## config.mk

```make
export PLATFORM = sky130hd
export DESIGN_NAME = uart_rx_os
export DESIGN_NICKNAME = d
export VERILOG_FILES = /design/src/rtl/uart_pkg.sv /design/src/rtl/uart_baud_cnt.sv /design/src/rtl/uart_rx_os.sv
export SDC_FILE = /design/constraint.sdc
export NUM_CORES = 1
export LEC_CHECK = 0
export CORE_MARGIN = 5
export CORE_UTILIZATION = 51
export CTS_CLUSTER_SIZE = 20
export DETAILED_ROUTE_END_ITERATION = 7
export HOLD_SLACK_MARGIN = 0.06
export PLACE_DENSITY_LB_ADDON = 0.25
export SLEW_MARGIN = 20
export SYNTH_ARGS = -nofsm -noshare
export SYNTH_HDL_FRONTEND = slang
export SYNTH_HIERARCHICAL = 1
export SYNTH_SLANG_ARGS = --single-unit
```

## constraint.sdc

```tcl
create_clock -name clk -period 5.9 [get_ports clk]
set_input_delay 1.18 -clock clk [delete_from_list [all_inputs] [get_ports clk]]
set_output_delay 1.18 -clock clk [all_outputs]
set_load 0.03 [all_outputs]
```

## src/rtl/uart_pkg.sv

```systemverilog
// Shared UART definitions: receiver/transmitter state encoding and default
// frame geometry.
package uart_pkg;

  localparam int UART_DATA_W       = 8;
  localparam int UART_CLKS_PER_BIT = 16;

  typedef enum logic [2:0] {
    S_IDLE   = 3'd0,
    S_START  = 3'd1,
    S_DATA   = 3'd2,
    S_PARITY = 3'd3,
    S_STOP   = 3'd4,
    S_BREAK  = 3'd5
  } uart_state_e;

endpackage

```

## src/rtl/uart_baud_cnt.sv

```systemverilog
// Baud counter: counts up from 0 and pulses tick on the last cycle of a half
// or full bit period, then restarts from 0.
module uart_baud_cnt
  import uart_pkg::*;
#(
  parameter int CLKS_PER_BIT = UART_CLKS_PER_BIT
) (
  input  logic clk,
  input  logic rst,
  input  logic clear,
  input  logic half,
  output logic tick
);

  localparam int CW = $clog2(CLKS_PER_BIT);
  localparam logic [CW-1:0] HALF_LAST = CW'(CLKS_PER_BIT / 2 - 1);
  localparam logic [CW-1:0] FULL_LAST = CW'(CLKS_PER_BIT - 1);

  logic [CW-1:0] cnt_q, cnt_d;

  assign tick = !clear && (cnt_q == (half ? HALF_LAST : FULL_LAST));

  always_comb begin
    cnt_d = cnt_q + CW'(1);
    if (clear || tick) cnt_d = '0;
  end

  always_ff @(posedge clk) begin
    if (!rst) cnt_q <= '0;
    else      cnt_q <= cnt_d;
  end

endmodule

```

## src/rtl/uart_rx_os.sv

```systemverilog
// Oversampling UART receiver with mid-bit sampling and break handling.
// Define UART_RX_PARITY_EN to add an even-parity bit between data and stop.
module uart_rx_os
  import uart_pkg::*;
#(
  parameter int CLKS_PER_BIT = UART_CLKS_PER_BIT,
  parameter int DATA_W       = UART_DATA_W
) (
  input  logic              clk,
  input  logic              rst,
  input  logic              rx,
  input  logic              rx_en,
  output logic [DATA_W-1:0] data_out,
  output logic              data_valid,
  output logic              frame_err,
  output logic              parity_err,
  output logic              busy
);

  localparam int IW = $clog2(DATA_W + 1);
  localparam logic [IW-1:0] LAST_IDX = IW'(DATA_W - 1);

  uart_state_e       state_q, state_d;
  logic              rx_meta_q, rx_meta_d, rx_s_q, rx_s_d;
  logic [IW-1:0]     bit_idx_q, bit_idx_d;
  logic [DATA_W-1:0] shift_q, shift_d, data_out_q, data_out_d;
  logic              data_valid_q, data_valid_d, frame_err_q, frame_err_d;
  logic              cnt_clear, cnt_half, cnt_tick;
`ifdef UART_RX_PARITY_EN
  logic              par_bad_q, par_bad_d, parity_err_q, parity_err_d;
`endif

  uart_baud_cnt #(.CLKS_PER_BIT(CLKS_PER_BIT)) u_baud (
    .clk   (clk),
    .rst   (rst),
    .clear (cnt_clear),
    .half  (cnt_half),
    .tick  (cnt_tick)
  );

  always_comb begin
    rx_meta_d    = rx;
    rx_s_d       = rx_meta_q;
    state_d      = state_q;
    bit_idx_d    = bit_idx_q;
    shift_d      = shift_q;
    data_out_d   = data_out_q;
    data_valid_d = 1'b0;
    frame_err_d  = 1'b0;
    cnt_clear    = 1'b0;
    cnt_half     = 1'b0;
`ifdef UART_RX_PARITY_EN
    par_bad_d    = par_bad_q;
    parity_err_d = 1'b0;
`endif
    case (state_q)
      S_IDLE: begin
        cnt_clear = 1'b1;
        bit_idx_d = '0;
        if (rx_en && !rx_s_q) state_d = S_START;
      end
      S_START: begin
        cnt_half = 1'b1;
        // A line that is high again at mid-start was only a glitch
        if (cnt_tick) state_d = rx_s_q ? S_IDLE : S_DATA;
      end
      S_DATA: begin
        if (cnt_tick) begin
          shift_d = {rx_s_q, shift_q[DATA_W-1:1]};
          if (bit_idx_q == LAST_IDX) begin
            bit_idx_d = '0;
`ifdef UART_RX_PARITY_EN
            state_d   = S_PARITY;
`else
            state_d   = S_STOP;
`endif
          end else begin
            bit_idx_d = bit_idx_q + IW'(1);
          end
        end
      end
`ifdef UART_RX_PARITY_EN
      S_PARITY: begin
        if (cnt_tick) begin
          par_bad_d = (^shift_q) ^ rx_s_q;
          state_d   = S_STOP;
        end
      end
`endif
      S_STOP: begin
        if (cnt_tick) begin
          if (!rx_s_q) begin
            frame_err_d = 1'b1;
            state_d     = S_BREAK;
          end else begin
`ifdef UART_RX_PARITY_EN
            if (par_bad_q) begin
              parity_err_d = 1'b1;
            end else begin
              data_out_d   = shift_q;
              data_valid_d = 1'b1;
            end
`else
            data_out_d   = shift_q;
            data_valid_d = 1'b1;
`endif
            state_d = S_IDLE;
          end
        end
      end
      S_BREAK: begin
        cnt_clear = 1'b1;
        if (rx_s_q) state_d = S_IDLE;
      end
      default: state_d = S_IDLE;
    endcase
  end

  always_ff @(posedge clk) begin
    if (!rst) begin
      state_q      <= S_IDLE;
      rx_meta_q    <= 1'b1;
      rx_s_q       <= 1'b1;
      bit_idx_q    <= '0;
      shift_q      <= '0;
      data_out_q   <= '0;
      data_valid_q <= 1'b0;
      frame_err_q  <= 1'b0;
`ifdef UART_RX_PARITY_EN
      par_bad_q    <= 1'b0;
      parity_err_q <= 1'b0;
`endif
    end else begin
      state_q      <= state_d;
      rx_meta_q    <= rx_meta_d;
      rx_s_q       <= rx_s_d;
      bit_idx_q    <= bit_idx_d;
      shift_q      <= shift_d;
      data_out_q   <= data_out_d;
      data_valid_q <= data_valid_d;
      frame_err_q  <= frame_err_d;
`ifdef UART_RX_PARITY_EN
      par_bad_q    <= par_bad_d;
      parity_err_q <= parity_err_d;
`endif
    end
  end

  assign data_out   = data_out_q;
  assign data_valid = data_valid_q;
  assign frame_err  = frame_err_q;
  assign busy       = (state_q != S_IDLE);
`ifdef UART_RX_PARITY_EN
  assign parity_err = parity_err_q;
`else
  assign parity_err = 1'b0;
`endif

endmodule

```

Word-level counts from Yosys, hierarchy flattened

Cells that the tools add are included.

Bits of input ports: 4
Flip-flop bits (word level): 31
Output and inout port bits: 12

Muxes and demuxes: 17
Eq/ne operators: 12
Bitwise logic cells: 1
$add $sub $neg: 2
Reductions and logical operators: 15

Operators with widths:

| operator                                                                | count |
|---|---|
| 3-bit two-way mux                                                       | 7 |
| 3-bit case mux with 5 select lines                                      | 1 |
| 4-bit two-way mux                                                       | 3 |
| 4-bit by 1-bit adder with 4-bit output, second input constant           | 2 |
| 4-bit case mux with 2 select lines                                      | 1 |
| 3-bit == test, second input constant                                    | 2 |
| 2-bit by 1-bit inequality test with 1-bit output, second input constant | 3 |
| 2-bit inequality test, second input constant                            | 3 |
| 3-bit AND reduction                                                     | 2 |
| 6-bit AND reduction                                                     | 1 |
| 4-bit by 3-bit == test with 1-bit output, second input constant         | 1 |
| 4-bit == test                                                           | 1 |
| 1-bit two-way mux                                                       | 4 |
| 2-bit AND reduction                                                     | 2 |
| 2-bit OR reduction                                                      | 2 |
| 3-bit by 1-bit == test with 1-bit output, second input constant         | 1 |
| 3-bit by 2-bit == test with 1-bit output, second input constant         | 1 |
| 3-bit logical NOT                                                       | 1 |
| 3-bit nonzero test                                                      | 1 |
| 1-bit logical AND                                                       | 2 |
| 1-bit logical NOT                                                       | 2 |
| 2-bit two-way mux                                                       | 1 |
| 2-bit nonzero test                                                      | 1 |
| 1-bit logical OR                                                        | 1 |
| 1-bit inverter                                                          | 1 |

Longest topological paths before layout

Gate-level depths: netlist (run 1).

Depth after elaboration: 7
Gate-level depth with buffers: 11
Mapped depth without buffers: 8

Cells and area by module

The synthesis (run 1) kept the hierarchy.

By module, submodules not included:

| module        | times used | cells each | area each (sq um) |
|---|---|---|---|
| uart_rx_os    | 1          | 131        | 1,163.6 |
| uart_baud_cnt | 1          | 18         | 168.9 |

Worst setup path after synthesis (run 1)

Ideal clock, no wire load.

Path type: register -> register
Start: register state_q[0]
End: register bit_idx_q[3]
Path buffers: 2
Stages on the path, launching flop included: 10
Data required time: 5,826 ps
Data arrival time: 2,161 ps
Setup slack: 3,665 ps
Path through: dfxtp_1 > buf_4 > nor3b_1 > xor2_1 > nand3_1 > nor2_1 > clkbuf_1 > o21ai_2 > or4_1 > a31oi_1

Word-level cells in the longest chain between the ends: 7
Elaborated cells between the ends (all ways): 15
Classes of those cells: eq/ne (5); mux (4); reduce/logical (6)

RTL lines:

| what                                                       | RTL line            | text |
|---|---|---|
| from (decl)                                                | uart_rx_os.sv:23    | `uart_state_e state_q, state_d;` |
| from (signal assigned)                                     | uart_rx_os.sv:134   | `state_q <= state_d;` |
| 3-bit by 1-bit == test with 1-bit output                   | uart_rx_os.sv:56    | `case (state_q)` |
| 1-bit two-way mux                                          | uart_rx_os.sv:56    |  |
| net cnt_half                                               | uart_rx_os.sv:28    | `logic cnt_clear, cnt_half, cnt_tick;` |
| 4-bit two-way mux                                          | uart_baud_cnt.sv:21 | `assign tick = !clear && (cnt_q == (half ? HALF_LAST : FULL_LAST));` |
| 4-bit == test                                              | uart_baud_cnt.sv:21 |  |
| 1-bit logical AND                                          | uart_baud_cnt.sv:21 |  |
| net cnt_tick                                               | uart_rx_os.sv:28    |  |
| 2-bit by 1-bit inequality test with 1-bit output (no line) | -                   |  |
| 2-bit AND reduction (no line)                              | -                   |  |
| to (signal assigned)                                       | uart_rx_os.sv:137   | `bit_idx_q <= bit_idx_d;` |
| to (decl)                                                  | uart_rx_os.sv:25    | `logic [IW-1:0] bit_idx_q, bit_idx_d;` |

The timed path passes the listed nets, and every way through them passes these cells.
A chain may end at the register's enable or synchronous reset.

Final worst setup path (run 1)

Start: register state_q[2]
End: output busy

Word-level cells in the longest chain between the ends: 1

RTL lines:

| what               | RTL line          | text |
|---|---|---|
| 3-bit nonzero test | uart_rx_os.sv:152 | `assign busy = (state_q != S_IDLE);` |
| to (decl)          | uart_rx_os.sv:17  | `output logic busy` |

Every way passes these cells.

==> reports/qor.txt, run 1 <==
Top delay family on crit path: flip-flops
CORE AREA: 0.002477 sq mm
Static Leakage: 0.6197 nW
Slew @ Worst Pin: 697.9 ps
Final setup TNS: 0 ps
Routed vias: 1,013
Max rail drop VDD: 0.2001 mV
Switching power: 0.08082 mW
Die area: 0.003735 sq mm
Buf/Inv on CP: 1
Reg2reg end: data_out[0]$_SDFFE_PN0P_
Syn_area_per_cell: 8.943 sq um
Seq pwr share: 0.536
Port bufs: 14
Clk slew on worst S/H paths: 100 ps
Post-CTS setup buffer count: 0
WHS: 412.9 ps
Post-Synth Simple-Gate Area: 0.2207
Die height: 61.12 um
Post-synth EDFFs: 0
Vias in the first global route: 995
RSZ-0062 raised after global routing: no
DP Wirelength: 1.654 mm
Register bit total from synthesis: 31
Worst Hold Depth: 1
Worst path required time: 4720 ps
Mapped Area: 0.001333 sq mm
Gpl congestion: 0.7462
Root buf cell: clkbuf_4
Sw Share: 0.2037
IO Pins: 16
Clock Skew: 8.201 ps
Slowest stage delay, CP: 700 ps
Synth Area in Adders: 0.01878
Num CTS Buffers: 5
Ratio of cells with drive above 1 in the final layout: 0.09938
Layout area overhead: 15.59%
DRC: 0
Placed cell area: 0.001454 sq mm
Initial antenna violation count: 0
Crit Path Max Fanout: 13
Largest cells by area after synthesis: dfxtp_1, mux2i_1, nand2_1
Post-Synthesis Net Count: 155
Worst reg-to-reg path cell count: 7
Routed wire length: 2.439 mm
Combinational share of power: 0.036
Setup crit end kind: output pin
First-pass GRT wire length: 4.250 mm
Max Root-Sink Buffers: 2
Hold wc startpoint: rx_meta_q$_SDFF_PN1_
Startpoint types: register
Internal power: 0.3160 mW
Initial DRC Count: 64
Ys flop type: dfxtp_1
CTS tree: yes
Ys async rst share: 0
CTS resizes: 0
Distinct cell type count after synthesis: 39
FF-to-FF Start: state_q[0]$_SDFFE_PN0P_
Die Width: 61.12 um
Fin crit share: 0.5213
Largest family of logic cells by synthesized area: simple AND/OR/NAND/NOR gates
Slew margin rel.: 0.5342
Tot GR Track Use: 0.1546
Vias per cell: 5.304
Cell count after synthesis: 149
Slowest CP cell: dfxtp_1
N_diodes: 0
# rows: 18
Max Cap Viol: 0
Worst R2R Setup Slack: 3030 ps
Clock share of power: 0.428
Register area share after synthesis: 0.4657
CTS Hold Bufs: 0
Max Clk Rate: 325.1 MHz
Worst hold path endpoint: rx_s_q$_SDFF_PN1_
TritonRoute pass-1 iters: 6
Final setup vio count: 0
Hold Fails Final Rpt: 0
DRT antenna net count: 0
Compound-Gate Fraction of Synth Area: 0.1174
Worst hold path class: reg -> reg
Final min period: 3076 ps
Synth Area in XOR/XNOR: 0.03286
CP Cell Sequence: nor2_8, nand2_1, clkdlybuf4s50_1
Pwr per Cell Area: 257.6 mW/mm^2
Top cell type's share of synthesized area: 0.4657
Initial Utilization: 0.5379
Nets: 166
Overall power: 0.3968 mW
Commonest non-fill, non-tap cell in the layout: dfxtp_1
Largest net degree at the start of global routing: 24
Clock Latency Late Sink: 320 ps
Fill count: 214
Synth warn: 6
Cell type with the largest total area after synthesis: dfxtp_1
Critical path arrival: 1900 ps
Final Instance Area: 0.001540 sq mm
Total gr overflow: 0
Slew Limit Fails: 0
Most frequent cells in the layout: dfxtp_1, nand2_1, nor2_1
CTS H-tree depth: 2
Outcome: finished, final reports clean
Clock sink total: 31
Routed len/inst: 12.77 um
Fraction of synthesized area in multiplexers: 0.09108
WS Path Type: reg -> out
## sequential cells by signal, summed over array words and instances (netlist names)
register      cells
data_out          8
shift_q           8
bit_idx_q         4
u_baud/cnt_q      4
state_q           3
data_valid        1
frame_err         1
rx_meta_q         1
rx_s_q            1
## kinds of logic after synthesis
| logic type | count (synthesis) |
|---|---|
| AO/OA/AOI/OAI | 22 |
| multiplexers | 12 |
| adder cells (fa/ha/maj) | 2 |
| AND/OR/NAND/NOR | 63 |
| buffers and inverters | 13 |
| flip-flops | 31 |
| other | 1 |
| XOR/XNOR | 5 |
## how the worst max path moves through the flow
stage | from | end | slack [ps] | cells after the start
finish | state_q[2]$_SDFFE_PN0P_ | busy | 2820 | 3
global route | state_q[1]$_SDFFE_PN0P_ | busy | 2700 | 3
CTS | state_q[2]$_SDFFE_PN0P_ | busy | 2810 | 3
detailed placement | state_q[0]$_SDFFE_PN0P_ | data_out[0]$_SDFFE_PN0P_ | 3060 | 7
global placement | state_q[0]$_SDFFE_PN0P_ | data_out[1]$_SDFFE_PN0P_ | 3160 | 7
floorplan | state_q[0]$_SDFFE_PN0P_ | bit_idx_q[3]$_SDFFE_PN0P_ | 3660 | 9
## cells in the mapped netlist, types with 2 or more instances
library cell	number
dfxtp_1	31
nand2_1	23
nor2_1	20
mux2i_1	11
a21oi_1	9
nand3_1	6
buf_4	4
xor2_1	4
buf_2	3
clkbuf_1	3
nand2b_1	3
ha_1	2
inv_1	2
nand4_1	2
or3_1	2
## worst reg2reg max path, cell delays in order (launching register included)
cell and delay [ps]:
dfxtp_1 680, nor3b_1 300, xor2_1 220, nand3_1 100, nor2_1 450, nand4_1 610
mux2i_1 340, nor2_1 60
## area by class of cell
type | instances | area (sq um) | share of cell area
Clock buffer | 6 | 51.30 | 0.03331
Clock inverter | 2 | 35.03 | 0.02275
Inverter | 3 | 11.26 | 0.007311
Multi-Input combinational cell | 105 | 644.4 | 0.4184
Sequential cell | 31 | 620.6 | 0.4029
Tap cell | 30 | 37.54 | 0.02437
Timing Repair Buffer | 14 | 140.1 | 0.09098
## metrics by stage
step	util	worst slack [ps]	instances
CTS	0.6217	2805	191
global placement	0.5869	3162	183
global route	0.6217	2698	191
finish	0.6217	2824	191
floorplan	-	3665	149
detailed placement	0.5869	3056	183
## power groups by stage
stage / clock network [mW] / logic, mW / registers (mW)
6_report: 0.170 / 0.0142 / 0.213
5_1_grt: 0.188 / 0.0154 / 0.213
4_1_cts: 0.177 / 0.0142 / 0.213
3_5_place_dp: 0 / 0.0142 / 0.217
3_3_place_gp: 0 / 0.0138 / 0.217
2_1_floorplan: 0 / 0.0115 / 0.216
## per-layer routing
| metal | global-route usage | vias to the layer above | routed length (um) |
|---|---|---|---|
| met5 | 0 | - | 0 |
| met4 | 0.06502 | 0 | 11 |
| met3 | 0.06499 | 2 | 87 |
| met2 | 0.2387 | 12 | 1222 |
| met1 | 0.1892 | 473 | 1118 |
| li1 | - | 526 | - |
Power figures use the tool's default switching activity.
==> inputs of run 2 (changes only) <==
Clock period 5.9 ns to 3.09 ns, I/O delays scaled along.
==> run 2 against run 1 <==
First-iteration DRC count down 77%. Cell count up 0.52%. Core utilization fell by 0.61 points. Register-to-register slack got worse by 2300 ps. Total power is 68% higher. Setup slack lost 2200 ps. Largest cell class unchanged. Via count fell by 1.7%. Critical path depth is the same. Critical endpoint unchanged. Wire length decreased by 6.4%. Count of clock-buffer cells in the layout stayed put.
==> reports/qor.txt, run 2 (synthesis gave the netlist of run 1 again) <==
Slew Limit Fails: 0 (unchanged)
Max Cap Viol: 0 (unchanged)
Initial DRC Count: 15 (-77%)
Clock Latency Late Sink: 330 ps (about the same)
Die area: 0.003735 sq mm (unchanged)
# rows: 18 (unchanged)
Static Leakage: 0.6152 nW (-0.73%)
Layout area overhead: 14.46%
N_diodes: 0 (unchanged)
Post-CTS setup buffer count: 0 (unchanged)
Initial antenna violation count: 0 (unchanged)
Startpoint types: register
Reg2reg end: bit_idx_q[3]$_SDFFE_PN0P_
Crit Path Max Fanout: 13 (unchanged)
Clk slew on worst S/H paths: 100 ps (about the same)
Commonest non-fill, non-tap cell in the layout: dfxtp_1
Num CTS Buffers: 5 (unchanged)
Max rail drop VDD: 0.3729 mV (+86%)
Final setup TNS: 0 ps (unchanged)
Root buf cell: clkbuf_4
Slowest stage delay, CP: 710 ps (about the same)
Ratio of cells with drive above 1 in the final layout: 0.1049 (+0.005559)
Initial Utilization: 0.5379 (unchanged)
Gpl congestion: 0.7243 (-2.9%)
Vias in the first global route: 927 (-6.8%)
Final setup vio count: 0 (unchanged)
Routed vias: 996 (-1.7%)
CTS tree: yes
Worst hold path class: reg -> reg
Vias per cell: 5.188 (-2.2%)
FF-to-FF Start: state_q[0]$_SDFFE_PN0P_
Fin crit share: 0.8131
Worst reg-to-reg path cell count: 8 (+1)
Die height: 61.12 um (unchanged)
CTS Hold Bufs: 0 (unchanged)
Port bufs: 14 (unchanged)
Max Root-Sink Buffers: 2 (unchanged)
Worst path required time: 2470 ps (-2250 ps)
Slowest CP cell: dfxtp_1
Hold wc startpoint: rx_meta_q$_SDFF_PN1_
WS Path Type: reg -> out
Worst hold path endpoint: rx_s_q$_SDFF_PN1_
DRC: 0 (unchanged)
RSZ-0062 raised after global routing: no
Most frequent cells in the layout: dfxtp_1, nand2_1, nor2_1
Critical path depth: 3 (unchanged)
Final min period: 2513 ps
TritonRoute pass-1 iters: 4 (-2)
Clock sink total: 31 (unchanged)
Nets: 168 (+1.2%)
Routed wire length: 2.282 mm (-6.4%)
IO Pins: 16 (unchanged)
DP Wirelength: 1.595 mm (-3.6%)
CP Cell Sequence: nor2_8, nand2_1, clkdlybuf4s50_1
Largest net degree at the start of global routing: 24 (unchanged)
Routed len/inst: 11.89 um (-6.9%)
Slew @ Worst Pin: 657.2 ps (-40.66 ps)
DRT antenna net count: 0 (unchanged)
CORE AREA: 0.002477 sq mm (unchanged)
Setup crit end kind: output pin
Max Clk Rate: 398.0 MHz
CTS resizes: 0 (unchanged)
Die Width: 61.12 um (unchanged)
Hold Fails Final Rpt: 0 (unchanged)
Slew margin rel.: 0.5614 (+0.02714)
Buf/Inv on CP: 1 (unchanged)
Final Instance Area: 0.001525 sq mm (-0.98%)
Worst Hold Depth: 1 (unchanged)
Tot GR Track Use: 0.1464 (-0.008229)
CTS H-tree depth: 2 (unchanged)
Worst R2R Setup Slack: 760 ps (-2270 ps)
Critical path arrival: 1890 ps (about the same)
Top delay family on crit path: flip-flops
Clock Skew: 18.53 ps (+10.33 ps)
Placed cell area: 0.001469 sq mm (+1.0%)
Outcome: finished, final reports clean
Pwr per Cell Area: 436.4 mW/mm^2 (+69%)
First-pass GRT wire length: 3.919 mm (-7.8%)
Total gr overflow: 0 (unchanged)
Final Util: 0.6157 (-0.006060)
-- run 2: worst register-to-register path: stages (launching register included) --
cell     delay, ps
dfxtp_1        670
nor3b_1        300
xor2_1         210
nand3_1        100
nor2_1          90
buf_4          160
o21ai_2         90
or4_1          470
a31oi_1        160
-- run 2: worst max-delay path by stage --
| stage | from | end | slack [ps] |
|---|---|---|---|
| floorplan | state_q[0]$_SDFFE_PN0P_ | bit_idx_q[3]$_SDFFE_PN0P_ | 850 |
| global placement | state_q[0]$_SDFFE_PN0P_ | bit_idx_q[3]$_SDFFE_PN0P_ | 860 |
| detailed placement | state_q[0]$_SDFFE_PN0P_ | bit_idx_q[3]$_SDFFE_PN0P_ | 780 |
| CTS | state_q[2]$_SDFFE_PN0P_ | busy | 560 |
| global route | state_q[2]$_SDFFE_PN0P_ | busy | 470 |
| finish | state_q[2]$_SDFFE_PN0P_ | busy | 580 |
-- run 2: area by class of cell --
| type | count | area, sq um |
|---|---|---|
| clock buffer | 6 | 51.30 |
| clock inverter | 1 | 5.005 |
| fill | 218 | 952.2 |
| inverter | 3 | 11.26 |
| multi-input combinational | 105 | 644.4 |
| sequential | 31 | 620.6 |
| tap | 30 | 37.54 |
| timing repair buffer | 16 | 155.1 |
-- run 2: per-stage QoR --
stage / instances / hold WS, ps / total power [mW] / worst slack [ps]
3_3_place_gp: 185 / 390.6 / 0.4414 / 857.7
2_1_floorplan: 149 / 386.3 / 0.4347 / 854.6
3_5_place_dp: 185 / 401.0 / 0.4417 / 780.0
5_1_grt: 192 / 427.4 / 0.7031 / 470.0
6_report: 192 / 393.8 / 0.6656 / 577.4
4_1_cts: 192 / 402.9 / 0.6775 / 557.1
-- run 2: power by group --
| part | leakage, nW | switching [mW] | total (mW) | internal, mW |
|---|---|---|---|---|
| Clock | 0.0341 | 0.128 | 0.233 | 0.105 |
| Sequential | 0.250 | 0.00432 | 0.406 | 0.401 |
| Combinational | 0.331 | 0.0157 | 0.0265 | 0.0108 |
| Total | 0.615 | 0.148 | 0.666 | 0.517 |
-- run 2: layer usage --
layer	GRT usage	vias to the layer above	wire length, um
met3	0.07757	5	109
li1	-	525	-
met1	0.1750	457	1045
met4	0.07430	0	44
met2	0.2130	9	1082
met5	0	-	0
==> inputs of run 3 (changes only) <==
Clock period 3.09 ns to 2.5 ns, I/O delays scaled along.
==> run 3 against run 2 <==
Critical path type unchanged. Sequential share of layout area decreased by 0.79 points. Highest routed layer unchanged. First-iteration DRC count increased by 40%. Critical endpoint unchanged. Cell count increased by 2.1%.
==> reports/qor.txt, run 3 (synthesis gave the netlist of run 1 again) <==
Outcome: finished, final reports clean
Worst hold path class: reg -> reg
WHS: 413.5 ps (+19.62 ps)
Routed wire length: 2.544 mm (+11%)
Nets: 172 (+2.4%)
Hold Fails Final Rpt: 0 (unchanged)
DP Wirelength: 1.788 mm (+12%)
Final min period: 2295 ps
CTS resizes: 0 (unchanged)
First-pass GRT wire length: 4.077 mm (+4.0%)
Most frequent cells in the layout: dfxtp_1, nand2_1, nor2_1
CORE AREA: 0.002477 sq mm (unchanged)
Ratio of cells with drive above 1 in the final layout: 0.1265 (+0.02157)
N_diodes: 0 (unchanged)
Final setup TNS: 0 ps (unchanged)
Initial antenna violation count: 0 (unchanged)
Tot GR Track Use: 0.1512 (+0.004829)
Pre-CTS WS: 448.8 ps (-331.2 ps)
Root buf cell: clkbuf_4
RSZ-0062 raised after global routing: no
Total gr overflow: 0 (unchanged)
Final worst slack: 205.1 ps (-372.3 ps)
Sequential cell area: 620.6 sq um (unchanged)
# rows: 18 (unchanged)
WS Path Type: reg -> out
Num CTS Buffers: 5 (unchanged)
Initial DRC Count: 21 (+6)
Worst path required time: 2000 ps (-470 ps)
Final Instance Area: 0.001555 sq mm (+2.0%)
Placed cell area: 0.001499 sq mm (+2.0%)
Fin crit share: 0.9180
Overall power: 0.8258 mW (+24%)
IO Pins: 16 (unchanged)
Die height: 61.12 um (unchanged)
CTS Hold Bufs: 0 (unchanged)
Setup crit end kind: output pin
Commonest non-fill, non-tap cell in the layout: dfxtp_1
Fill count: 224 (+2.8%)
Die area: 0.003735 sq mm (unchanged)
Critical path arrival: 1790 ps (-100 ps)
Max Cap Viol: 0 (unchanged)
Max Root-Sink Buffers: 2 (unchanged)
Die Width: 61.12 um (unchanged)
Largest net degree at the start of global routing: 18 (-25%)
Clock sink total: 31 (unchanged)
Pwr per Cell Area: 531.0 mW/mm^2 (+22%)
Vias per cell: 5.296 (+2.1%)
Max Clk Rate: 435.7 MHz
Clock Latency Late Sink: 330 ps (about the same)
Initial Utilization: 0.5379 (unchanged)
Port bufs: 14 (unchanged)
Static Leakage: 0.6363 nW (+3.4%)
TritonRoute pass-1 iters: 4 (unchanged)
Clk slew on worst S/H paths: 90 ps (about the same)
Routed len/inst: 12.98 um (+9.2%)
Vias in the first global route: 974 (+5.1%)
DRC: 0 (unchanged)
CTS tree: yes
Layout area overhead: 16.71%
Footprint of the multi-input gates: 644.4 sq um (unchanged)
Max rail drop VDD: 0.4491 mV (+20%)
CTS H-tree depth: 2 (unchanged)
DRT antenna net count: 0 (unchanged)
Gpl congestion: 0.7470 (+3.1%)
Clock Skew: 8.518 ps (-10.02 ps)
Final setup vio count: 0 (unchanged)
Startpoint types: register
Slew Limit Fails: 0 (unchanged)
Post-CTS setup buffer count: 0 (unchanged)
Crit Path Max Fanout: 8 (-5)
Routed vias: 1,038 (+4.2%)
==> run 3: worst max-delay path, cell delays in order (launching register included) <==
cell and delay (ps):
dfxtp_1 470, buf_4 220, nor2_8 70, nand2_1 60, clkdlybuf4s50_1 660
==> run 3: final timing paths <==
path                           startpoint                        end  slack [ps]  cells after the start
setup / recovery  state_q[2]$_SDFFE_PN0P_                       busy         210                      4
hold / removal       rx_meta_q$_SDFF_PN1_          rx_s_q$_SDFF_PN1_         410                      1
setup reg to reg  state_q[2]$_SDFFE_PN0P_  bit_idx_q[3]$_SDFFE_PN0P_         410                      8
hold reg to reg      rx_meta_q$_SDFF_PN1_          rx_s_q$_SDFF_PN1_         410                      1
==> run 3: metrics by stage <==
| step | utilization | cells |
|---|---|---|
| after floorplan | - | 149 |
| after global placement | 0.6051 | 189 |
| after detailed placement | 0.6051 | 189 |
| after CTS | 0.6278 | 196 |
| after global routing | 0.6278 | 196 |
| final | 0.6278 | 196 |
==> run 3: power by group <==
| group | internal [mW] | total [mW] | switching [mW] |
|---|---|---|---|
| clock | 0.130 | 0.288 | 0.158 |
| sequential | 0.496 | 0.499 | 0.00262 |
| combinational | 0.0154 | 0.0394 | 0.0239 |
| total | 0.642 | 0.826 | 0.184 |
==> run 3: metal layers <==
metal | track usage | part of all wire | vias up
met2 | 0.2387 | 0.49 | 16
met4 | 0.09598 | 0.018 | 0
met5 | 0 | 0 | -
met1 | 0.1688 | 0.46 | 482
li1 | - | - | 536
met3 | 0.06080 | 0.039 | 4
==> run 3: final cells by class <==
type,count,area share
multi-input combinational,105,0.4143
inverter,3,0.007241
sequential,31,0.3990
timing repair buffer,20,0.1191
clock buffer,6,0.03298
clock inverter,1,0.003218
tap,30,0.02414
